### src/rtl/led_blink_coder.sv
// Purpose: turns heartbeat edges into a slow tick and drives the board LED, either mirroring the heartbeat or blinking an error code.
// Latency: led_out is registered one clk after state/hb_q, so it shows hb_in two clk late in IDLE; a new sequence starts only on a tick.
// Backpressure: none; free-running consumer with no flow control, and code/valid are sampled only when a sequence starts.
module led_blink_coder #(
    parameter int CODE_W    = 4,
    parameter int GAP_TICKS = 4,
    parameter int PWM_W     = 8
) (
    input  logic              clk,
    input  logic              reset,
    input  logic              hb_in,
    input  logic [CODE_W-1:0] err_code,
    input  logic              err_valid,
    input  logic [PWM_W-1:0]  brightness,
    output logic              led_out,
    output logic              busy
);

    // GAP_TICKS is at most 15, so a 4-bit gap counter always suffices.
    localparam int             GAP_W    = 4;
    localparam logic [GAP_W-1:0] GAP_LOAD = GAP_W'(GAP_TICKS - 1);

    typedef enum logic [1:0] {
        ST_IDLE = 2'd0,
        ST_ON   = 2'd1,
        ST_OFF  = 2'd2,
        ST_GAP  = 2'd3
    } state_t;

    state_t            r_state;
    state_t            w_state_nxt;
    logic              r_hb_q;
    logic              w_tick;
    logic              w_start_ok;
    logic [CODE_W-1:0] r_pulse_cnt;
    logic [CODE_W-1:0] w_pulse_cnt_nxt;
    logic [GAP_W-1:0]  r_gap_cnt;
    logic [GAP_W-1:0]  w_gap_cnt_nxt;
    logic [PWM_W-1:0]  r_pwm_cnt;
    logic              w_pwm_on;
    logic              w_led_raw;

    // Either heartbeat edge is one time-base tick.
    assign w_tick     = hb_in ^ r_hb_q;
    assign w_start_ok = err_valid && (err_code != '0);

    // All-ones brightness bypasses the compare so the LED is truly always on.
    assign w_pwm_on = (&brightness) || (r_pwm_cnt < brightness);

    assign busy = (r_state != ST_IDLE);

    // Heartbeat delay register.
    // It also loads during reset, so releasing reset never produces a false tick.
    always_ff @(posedge clk) begin
        r_hb_q <= hb_in;
    end

    // Free-running PWM phase counter that wraps naturally at 2**PWM_W.
    always_ff @(posedge clk) begin
        if (reset) begin
            r_pwm_cnt <= '0;
        end else begin
            r_pwm_cnt <= r_pwm_cnt + 1'b1;
        end
    end

    // Blink FSM next-state, counters and raw LED level; transitions happen only on ticks.
    always_comb begin
        w_state_nxt     = r_state;
        w_pulse_cnt_nxt = r_pulse_cnt;
        w_gap_cnt_nxt   = r_gap_cnt;
        w_led_raw       = 1'b0;
        unique case (r_state)
            ST_IDLE: begin
                w_led_raw = r_hb_q;
                if (w_tick && w_start_ok) begin
                    w_pulse_cnt_nxt = err_code;
                    w_state_nxt     = ST_ON;
                end
            end
            ST_ON: begin
                w_led_raw = 1'b1;
                if (w_tick) begin
                    w_pulse_cnt_nxt = r_pulse_cnt - 1'b1;
                    w_state_nxt     = ST_OFF;
                end
            end
            ST_OFF: begin
                if (w_tick) begin
                    if (r_pulse_cnt == '0) begin
                        w_gap_cnt_nxt = GAP_LOAD;
                        w_state_nxt   = ST_GAP;
                    end else begin
                        w_state_nxt   = ST_ON;
                    end
                end
            end
            ST_GAP: begin
                if (w_tick) begin
                    if (r_gap_cnt != '0) begin
                        w_gap_cnt_nxt = r_gap_cnt - 1'b1;
                    end else if (w_start_ok) begin
                        // Back-to-back bursts pick up whatever code is current now.
                        w_pulse_cnt_nxt = err_code;
                        w_state_nxt     = ST_ON;
                    end else begin
                        w_state_nxt     = ST_IDLE;
                    end
                end
            end
            default: begin
                w_state_nxt = ST_IDLE;
            end
        endcase
    end

    // FSM state, counters and registered LED drive. Reset discards any partial burst.
    always_ff @(posedge clk) begin
        if (reset) begin
            r_state     <= ST_IDLE;
            r_pulse_cnt <= '0;
            r_gap_cnt   <= '0;
            led_out     <= 1'b0;
        end else begin
            r_state     <= w_state_nxt;
            r_pulse_cnt <= w_pulse_cnt_nxt;
            r_gap_cnt   <= w_gap_cnt_nxt;
            led_out     <= w_led_raw && w_pwm_on;
        end
    end

endmodule

### config.mk
export PLATFORM = sky130hd
export DESIGN_NAME = led_blink_coder
export DESIGN_NICKNAME = d
export VERILOG_FILES = /design/src/rtl/led_blink_coder.sv
export SDC_FILE = /design/constraint.sdc
export NUM_CORES = 1
export LEC_CHECK = 0
export ABC_AREA = 1
export BUFFER_PORTS_ARGS = -buffer_cell sky130_fd_sc_hd__buf_4
export CORE_MARGIN = 2
export CORE_UTILIZATION = 50
export DETAILED_ROUTE_END_ITERATION = 16
export GPL_TIMING_DRIVEN = 0
export PLACE_DENSITY_LB_ADDON = 0.05
export SLEW_MARGIN = 20
export SYNTH_ARGS = -nofsm -noshare
export SYNTH_HDL_FRONTEND = slang
export SYNTH_SLANG_ARGS = --single-unit
### constraint.sdc
create_clock -name clk -period 1.3 [get_ports clk]
set_clock_uncertainty 0.1 [all_clocks]
set_input_delay 0.13 -clock clk [delete_from_list [all_inputs] [get_ports clk]]
set_output_delay 0.13 -clock clk [all_outputs]
set_load 0.02 [all_outputs]
Yosys cells after proc, flatten, opt, wreduce, memory -nomap -nowiden

Index checks and enable logic that the tools add are counted.

Memories: 0
Bits in writable memories: 0
Bits in latches: 0
Register bits after elaboration: 20
Bits of input ports: 16
Memory bits (read-only): 0
Logic and storage cells: 57

Add/sub/neg operators: 3
Eq/ne operators: 11
Shift-type cells: 0
$mul: 0
Reductions and logical operators: 15
Divide/modulo/power cells: 0
Bitwise logic cells: 1
Order comparisons: 1
Mux-type cells: 20

Operators by type and width:

| kind                                                                | count |
|---|---|
| 4-bit 2-to-1 mux                                                    | 9 |
| 2-bit != test (second input constant)                               | 8 |
| 2-bit 2-to-1 mux                                                    | 6 |
| 4-bit one-hot mux with 3 select lines                               | 1 |
| 5-bit AND reduction                                                 | 2 |
| 8-bit by 1-bit adder with 8-bit output (second input constant)      | 1 |
| 8-bit less-than comparator                                          | 1 |
| 2-bit one-hot mux with 4 select lines                               | 1 |
| 4-bit one-hot mux with 2 select lines                               | 1 |
| 8-bit AND reduction                                                 | 1 |
| 4-bit nonzero test                                                  | 2 |
| 4-bit by 1-bit subtractor with 4-bit output (second input constant) | 2 |
| 6-bit AND reduction                                                 | 1 |
| 2-bit == test (second input constant)                               | 2 |
| 4-bit zero test                                                     | 1 |
| 2-bit nonzero test                                                  | 2 |
| 1-bit logical AND                                                   | 3 |
| 3-bit nonzero test                                                  | 1 |
| 2-bit by 1-bit == test with 1-bit output (second input constant)    | 1 |
| 2-bit zero test                                                     | 1 |
| 1-bit one-hot mux with 2 select lines                               | 1 |
| 1-bit logical OR                                                    | 1 |
| 1-bit 2-to-1 mux                                                    | 1 |
| 1-bit bitwise XOR                                                   | 1 |

Logic depth before layout (Yosys ltp)

Gate-level depths: netlist of run 1.

Depth after elaboration: 6
Depth in mapped cells: 10

Worst setup path before layout of run 1

OpenSTA, ideal clock, no wires.

Path kind: reg2reg
Start: register r_gap_cnt[0]
End: register r_pulse_cnt[0]
Arrival time: 1.119 ns
Library setup time: 0.113 ns
Cell stages (with the launch flop): 11
Path slack: -0.031 ns
Cells stage by stage: dfxtp_1 -> inv_1 -> ha_1 -> nand2_1 -> nand2_1 -> nand2_1 -> nand2_1 -> nand2_2 -> nor2_2 -> nor2_1 -> nor2_1

Word-level cells in the longest chain between the ends: 3

RTL lines:

| item                                 | line | RTL |
|---|---|---|
| from (decl)                          | 37   | `logic [GAP_W-1:0] r_gap_cnt;` |
| from (signal assigned)               | 127  | `r_gap_cnt <= w_gap_cnt_nxt;` |
| 4-bit nonzero test                   | 100  | `if (r_gap_cnt != '0) begin` |
| 2-bit != test (no source line)       | --   |  |
| 6-bit AND reduction (no source line) | --   |  |
| to (signal assigned)                 | 126  | `r_pulse_cnt <= w_pulse_cnt_nxt;` |
| to (decl)                            | 35   | `logic [CODE_W-1:0] r_pulse_cnt;` |

No other way between the ends.
A chain may end at the register's enable or synchronous reset.

Worst setup path after layout of run 1

Start: register r_gap_cnt[1]
End: register r_gap_cnt[1]

Word-level cells in the longest chain between the ends: 4
Elaborated cells between the ends (all ways): 7
Classes of those cells: add/sub: 1; eq/ne: 1; mux: 3; reduce/logical: 2

RTL lines:

| item                                        | line | RTL |
|---|---|---|
| 4-bit by 1-bit subtractor with 4-bit output | 101  | `w_gap_cnt_nxt = r_gap_cnt - 1'b1;` |
| 4-bit 2-to-1 mux                            | 100  |  |
| 4-bit 2-to-1 mux                            | 99   | `if (w_tick) begin` |
| 4-bit one-hot mux with 2 select lines       | 73   | `unique case (r_state)` |

Several ways; a longest one is shown, not always the timed one. The select of a mux whose other input is x is not followed.

==> results of run 1 <==
[power breakdown]
| part | switching [uW] | internal (uW) | total [uW] |
|---|---|---|---|
| Clock | 206 | 171 | 377 |
| Sequential | 99.9 | 729 | 829 |
| Combinational | 862 | 761 | 1620 |
[cells in the mapped netlist, drive strengths merged]
master and number:
nor3 2, a21boi 1, a21oi 15, xnor2 2, o21ai 8, nor2 27, o21a 1, nand4 2
or2 1, buf 1, ha 11, o211ai 2, nand3 9, nand2 47, dfxtp 20, clkbuf 1
nor4 2, inv 34, o21bai 2, a31oi 1, xor2 3
[cell families after synthesis]
logic type      synth area share
fa+ha+maj                  0.105
compound gates             0.136
simple gates               0.309
buf+inv                    0.109
xor+xnor                  0.0336
flops                      0.307
[cell type report]
class                           instances  area [sq um]
Clock buffer                            4          36.3
Sequential cell                        20           423
Inverter                               34           128
Timing Repair Buffer                   34           264
Multi-Input combinational cell        136           933
Buffer                                  2          18.8
Fill cell                             205           637
Tap cell                               30          37.5
[state kept, by name, indices dropped and copies added, names as in the netlist]
| register | flops |
|---|---|
| led_out | 1 |
| r_gap_cnt | 4 |
| r_hb_q | 1 |
| r_pulse_cnt | 4 |
| r_pwm_cnt | 8 |
| r_state | 2 |
[how the worst min path moves through the flow]
| stage | depth (start not counted) | start | slack, ps | endpoint |
|---|---|---|---|---|
| after floorplan | 0 | hb_in | 60 | r_hb_q |
| after global placement | 1 | hb_in | 150 | r_hb_q |
| after detailed placement | 1 | hb_in | 160 | r_hb_q |
| after CTS | 5 | brightness[3] | 60 | led_out |
| after global routing | 5 | brightness[3] | 80 | led_out |
| final | 5 | brightness[3] | 70 | led_out |
[layout by cell type (no fill, tap or decap), types with 5 or more instances in the layout]
master	count
nand2_1	32
buf_4	31
nor2_1	22
inv_1	21
inv_2	13
a21oi_1	12
nand2_2	10
dfxtp_2	9
dfxtp_1	8
ha_1	6
nor2_4	5
nand2_4	5
nand3_1	5
[what timing repair did]
action | 4_1_cts | 5_1_grt
resized for setup | 39 | 23
pin swaps | 20 | 16
endpoints found under the setup margin | 13 | 15
hold buffers | 2 | 0
endpoints found under the hold margin | 2 | 0
setup buffers | 12 | 3
[per-layer routing]
| metal | up-vias | wire, um |
|---|---|---|
| met5 | - | 0 |
| met1 | 623 | 1390 |
| met2 | 17 | 1590 |
| met4 | 0 | 27 |
| li1 | 686 | - |
| met3 | 5 | 68 |
[per-stage QoR]
stage          TNS [ps]  hold slack, ps  area (sq um)
2_1_floorplan         0            57.7          1310
3_3_place_gp      -1060             151          1470
3_5_place_dp      -1370             156          1470
4_1_cts            -145            62.1          1740
5_1_grt           -1060            84.3          1840
6_report           -154            73.1          1840
[tightest hold or removal path, delay by kind of cell]
kind                   cells  cell delay [ps]
AND/OR/NAND/NOR            3              160
buffers and inverters      1              110
AO/OA/AOI/OAI              1               40
==> run_results.csv, run 1 <==
group,metric,value,unit
status,status,"complete, but fails checks",
status,violations,"negative setup slack",
sta,maxSlewViolCount,0,
layout,nNetsFinal,258,
clock_network,cts-root-buf,"clkbuf_4",
clock_network,insertion_delay,310,ps
critical_path,critPathRequiredTime,1440,ps
routing,drt_iter0_drc,24,
critical_path,worst-path-stages,9,
synthesis,synth_top_area_share,0.307,
die,dieArea,0.00303,sq mm
synthesis,netlist_area,0.00131,sq mm
die,die_h,55.1,um
synthesis,synth-seq-cells,20,
critical_path,r2r_start,"r_gap_cnt[1]",
clock_network,clk_pin_slew,120,ps
clock_network,cts_buffer_depth,2,
grt,antenna_found_initial,0,
synthesis,synth_seq_area_share,0.307,
clock_network,cts_sinks,20,
synthesis,syn_nets,219,
critical_path,r2r_cells,9,
job,drv_cap,0,
critical_path,critical_path_class,"reg -> reg",
critical_path,crit_family,"flip-flops",
layout,finish.utilization,0.743,
critical_path,r2r-end,"r_gap_cnt[1]",
place,place_inst,239,
layout,finalNonFillerCells,260,
sta,fmax,754,MHz
critical_path,path_cells,"inv_2 > ha_4 > nand2_2 > nand2_2 > nand2_2 > o211ai_1 > buf_4 > nand2_2 > a21oi_2",
pwr,power_density,1540,mW/mm^2
critical_path,start_kind,"register",
place,pre_cts_slack,-183,ps
synthesis,synth.avg_cell_area,6.80,sq um
layout,area_growth,41.0,%
sta,period_share,1.02,
grt,busiest_layer,"met2",
critical_path,rrSetupSlack,-30,ps
hold_path,hold_path_class,"in -> reg",
grt,grt_util_met1,0.244,
sta,setup_violations,10,
critical_path,critPathSlowestCell,"dfxtp_2",
die,die_w,55.1,um
routing,routedWlPerCell,11.8,um
pwr,vdd_drop_max,1.19,mV
routing,ant_nets,0,
routing,post-route-drc-count,0,
routing,wirelength,3080,um
sta,worst_pin_slew,530,ps
sta,rsz0062_at_grt,"yes",
sta,min_period,1330,ps
layout,diodes,0,
sta,relSlewSlack,0.647,
grt,grt_pass1_wl,4820,um
grt,grt_pass1_vias,1207,
synthesis,synth_top_area_cell,"dfxtp_1",
critical_path,cp_max_fo,4,
critical_path,crit_path_max_incr_delay,350,ps
grt,grt-ovfl-total,0,
synthesis,syn_inst,192,
critical_path,endpoint_kind,"register",
pwr,p_total,2830,uW
critical_path,critical_path_buf_inv_count,2,
place,dp_hpwl,2070,um
place,gp_congestion,0.738,
critical_path,endpoint,"r_gap_cnt[1]",
pwr,leakage,0.000873,uW
die,core,0.00248,sq mm
clock_network,cts_max_level,1,
die,initial_core_util,0.527,
critical_path,crit_top_cell,"nand2_2",
grt,grt.total_usage,0.222,
layout,drive_above_1_share,0.422,
routing,drt_pre_antenna_iters,4,
grt,grtUsageMet2,0.431,
routing,via_per_inst,5.12,
sta,worst_slack,-26.3,ps
synthesis,ys_types,29,
routing,vias,1331,
critical_path,cp.arrival,1470,ps
critical_path,worstSetupStartpoint,"r_gap_cnt[1]",
die,pin_count,18,
clock_network,cts_made_buffers,3,
die,rows,18,
place,port_buffers,17,
synthesis,synth.top_cells.by_area,"dfxtp_1 31%, nand2_1 12%, ha_1 11%",
grt,grt_max_degree,12,
synthesis,yosys_warnings,0,
clock_network,cts_tree,"built",
grt,grt_use_met3,0.0430,
sta,finalHoldViolCount,0,
Note: power is estimated with default switching activity, not from simulation.
==> inputs of run 2 (changes only) <==
--- a/constraint.sdc
+++ b/constraint.sdc
@@ -4,2 +4,2 @@
 set_output_delay 0.13 -clock clk [all_outputs]
-set_load 0.02 [all_outputs]
+set_load 0.1 [all_outputs]
==> run_results.csv, run 2 (synthesis results as in run 1) <==
group,metric,value,unit
critical_path,cp.arrival,1170,ps
layout,postLayoutCellArea,0.00189,sq mm
grt,grt_max_degree,12,
clock_network,cts-root-buf,"clkbuf_4",
die,rows,18,
sta,relSlewSlack,0.605,
die,core,0.00248,sq mm
sta,rsz0062_at_grt,"yes",
grt,antenna_found_initial,0,
pwr,power_density,1610,mW/mm^2
die,die_h,55.1,um
pwr,pwr-share-seq,0.273,
layout,nNetsFinal,257,
place,gp_congestion,0.841,
grt,grt_pass1_vias,1171,
critical_path,critical_path_class,"reg -> out",
clock_network,clk_pin_slew,130,ps
layout,top_regs,"r_pwm_cnt: 8 flops, r_gap_cnt: 4 flops, r_pulse_cnt: 4 flops",
pwr,p_sw,1380,uW
grt,busiest_layer,"met2",
routing,wirelength,3390,um
die,pin_count,18,
layout,area_growth,44.9,%
clock_network,cts_buffer_depth,2,
layout,regMostFlops,"r_pwm_cnt",
critical_path,critPathRequiredTime,1070,ps
die,dieArea,0.00303,sq mm
grt,grt.total_usage,0.221,
sta,worst_pin_slew,592,ps
clock_network,cts_max_level,1,
grt,grt_pass1_wl,4860,um
pwr,leakage,0.000867,uW
layout,mostFrequentLayoutCell,"nand2_1",
sta,tns,-707,ps
die,initial_core_util,0.527,
grt,grtUsageMet2,0.395,
pwr,swShare,0.453,
sta,min_period,1400,ps
sta,period_share,1.08,
routing,drt_iter0_drc,30,
status,status,"complete, but fails checks",
grt,grt_use_met3,0.0296,
place,dp_hpwl,2070,um
clock_network,insertion_delay,310,ps
sta,maxSlewViolCount,0,
layout,drive_above_1_share,0.445,
grt,grt-ovfl-total,0,
clock_network,cts_tree,"built",
sta,worst_slack,-97.7,ps
grt,grt_util_met1,0.270,
place,placed_cell_area,0.00148,sq mm
pwr,pwr-share-clk,0.126,
layout,largest_reg_flops,8,
routing,drt_pre_antenna_iters,5,
routing,via_per_inst,5.27,
layout,final_cell_mix,"30 x nand2_1, 27 x buf_4, 21 x inv_1",
sta,setup_violations,11,
job,drv_cap,0,
sta,fmax,715,MHz
sta,whs,60.6,ps
routing,routedWlPerCell,13.1,um
routing,post-route-drc-count,0,
clock_network,cts_sinks,20,
critical_path,endpoint_kind,"output pin",
routing,ant_nets,0,
hold_path,hold_path_class,"in -> reg",
status,violations,"negative setup slack",
layout,diodes,0,
place,port_buffers,17,
pwr,vdd_drop_max,1.35,mV
critical_path,start_kind,"register",
pwr,combPwrFrac,0.601,
die,die_w,55.1,um
pwr,p_int,1670,uW
sta,finalHoldViolCount,0,
clock_network,cts_made_buffers,3,
critical_path,cp_max_fo,2,
routing,vias,1364,
==> run 2: cell types whose count changed in the layout (fill, tap and decap cells not counted), sizes merged <==
| cell | before | now |
|---|---|---|
| clkinvlp | 0 | 1 |
| buf | 33 | 32 |
| inv | 34 | 33 |
==> run 2: per-stage QoR <==
stage | worst slack [ps] | util | total power [uW] | cells
2_1_floorplan | 3.88 | - | 1820 | 192
3_3_place_gp | -157 | 0.597 | 2020 | 239
3_5_place_dp | -205 | 0.597 | 2050 | 239
4_1_cts | -99.0 | 0.677 | 2720 | 254
5_1_grt | -151 | 0.763 | 3250 | 259
6_report | -97.7 | 0.763 | 3050 | 259
==> run 2: power by group through the flow <==
stage	clock (uW)	sequential, uW	combinational, uW
3_5_place_dp	0	811	1240
3_3_place_gp	0	808	1220
5_1_grt	412	845	1990
6_report	385	832	1840
2_1_floorplan	0	857	960
4_1_cts	384	813	1520
==> run 2: final cells by class <==
class / instances / area, sq um
plain buffers: 2 / 15.0
flip-flops and latches: 20 / 427
inverters: 34 / 131
fillers: 195 / 587
repair buffers: 33 / 277
clock buffers: 4 / 36.3
well taps: 30 / 37.5
multi-input cells: 136 / 967
==> run 2: per-layer routing <==
layer / vias to the layer above / part of all wire / routed length (um)
li1: 681 / - / -
met1: 621 / 0.43 / 1460
met2: 44 / 0.49 / 1670
met3: 18 / 0.038 / 130
met4: 0 / 0.040 / 136
met5: - / 0 / 0
==> run 2: worst paths after layout <==
path / to / startpoint / cells after the start / slack, ps
max: busy / r_state[0] / 4 / -100
min: r_pulse_cnt[3] / err_code[3] / 5 / 60
max reg2reg: r_gap_cnt[1] / r_pulse_cnt[0] / 8 / -100
min reg2reg: r_pwm_cnt[0] / r_pwm_cnt[0] / 1 / 380
==> run 2: what timing repair did <==
item / 4_1_cts / 5_1_grt
hold endpoints to repair: 2 / 0
endpoints found under the setup margin: 12 / 14
gates cloned: 0 / 0
hold buffers: 2 / 0
resized for setup: 25 / 45
pin swaps: 9 / 18
buffers inserted: 9 / 5
==> run 2: critical path, cell delays in order (launching register included) <==
cell and delay, ps:
dfxtp_2 350, buf_6 120, nor2_4 110, clkinvlp_4 110
buf_12 170
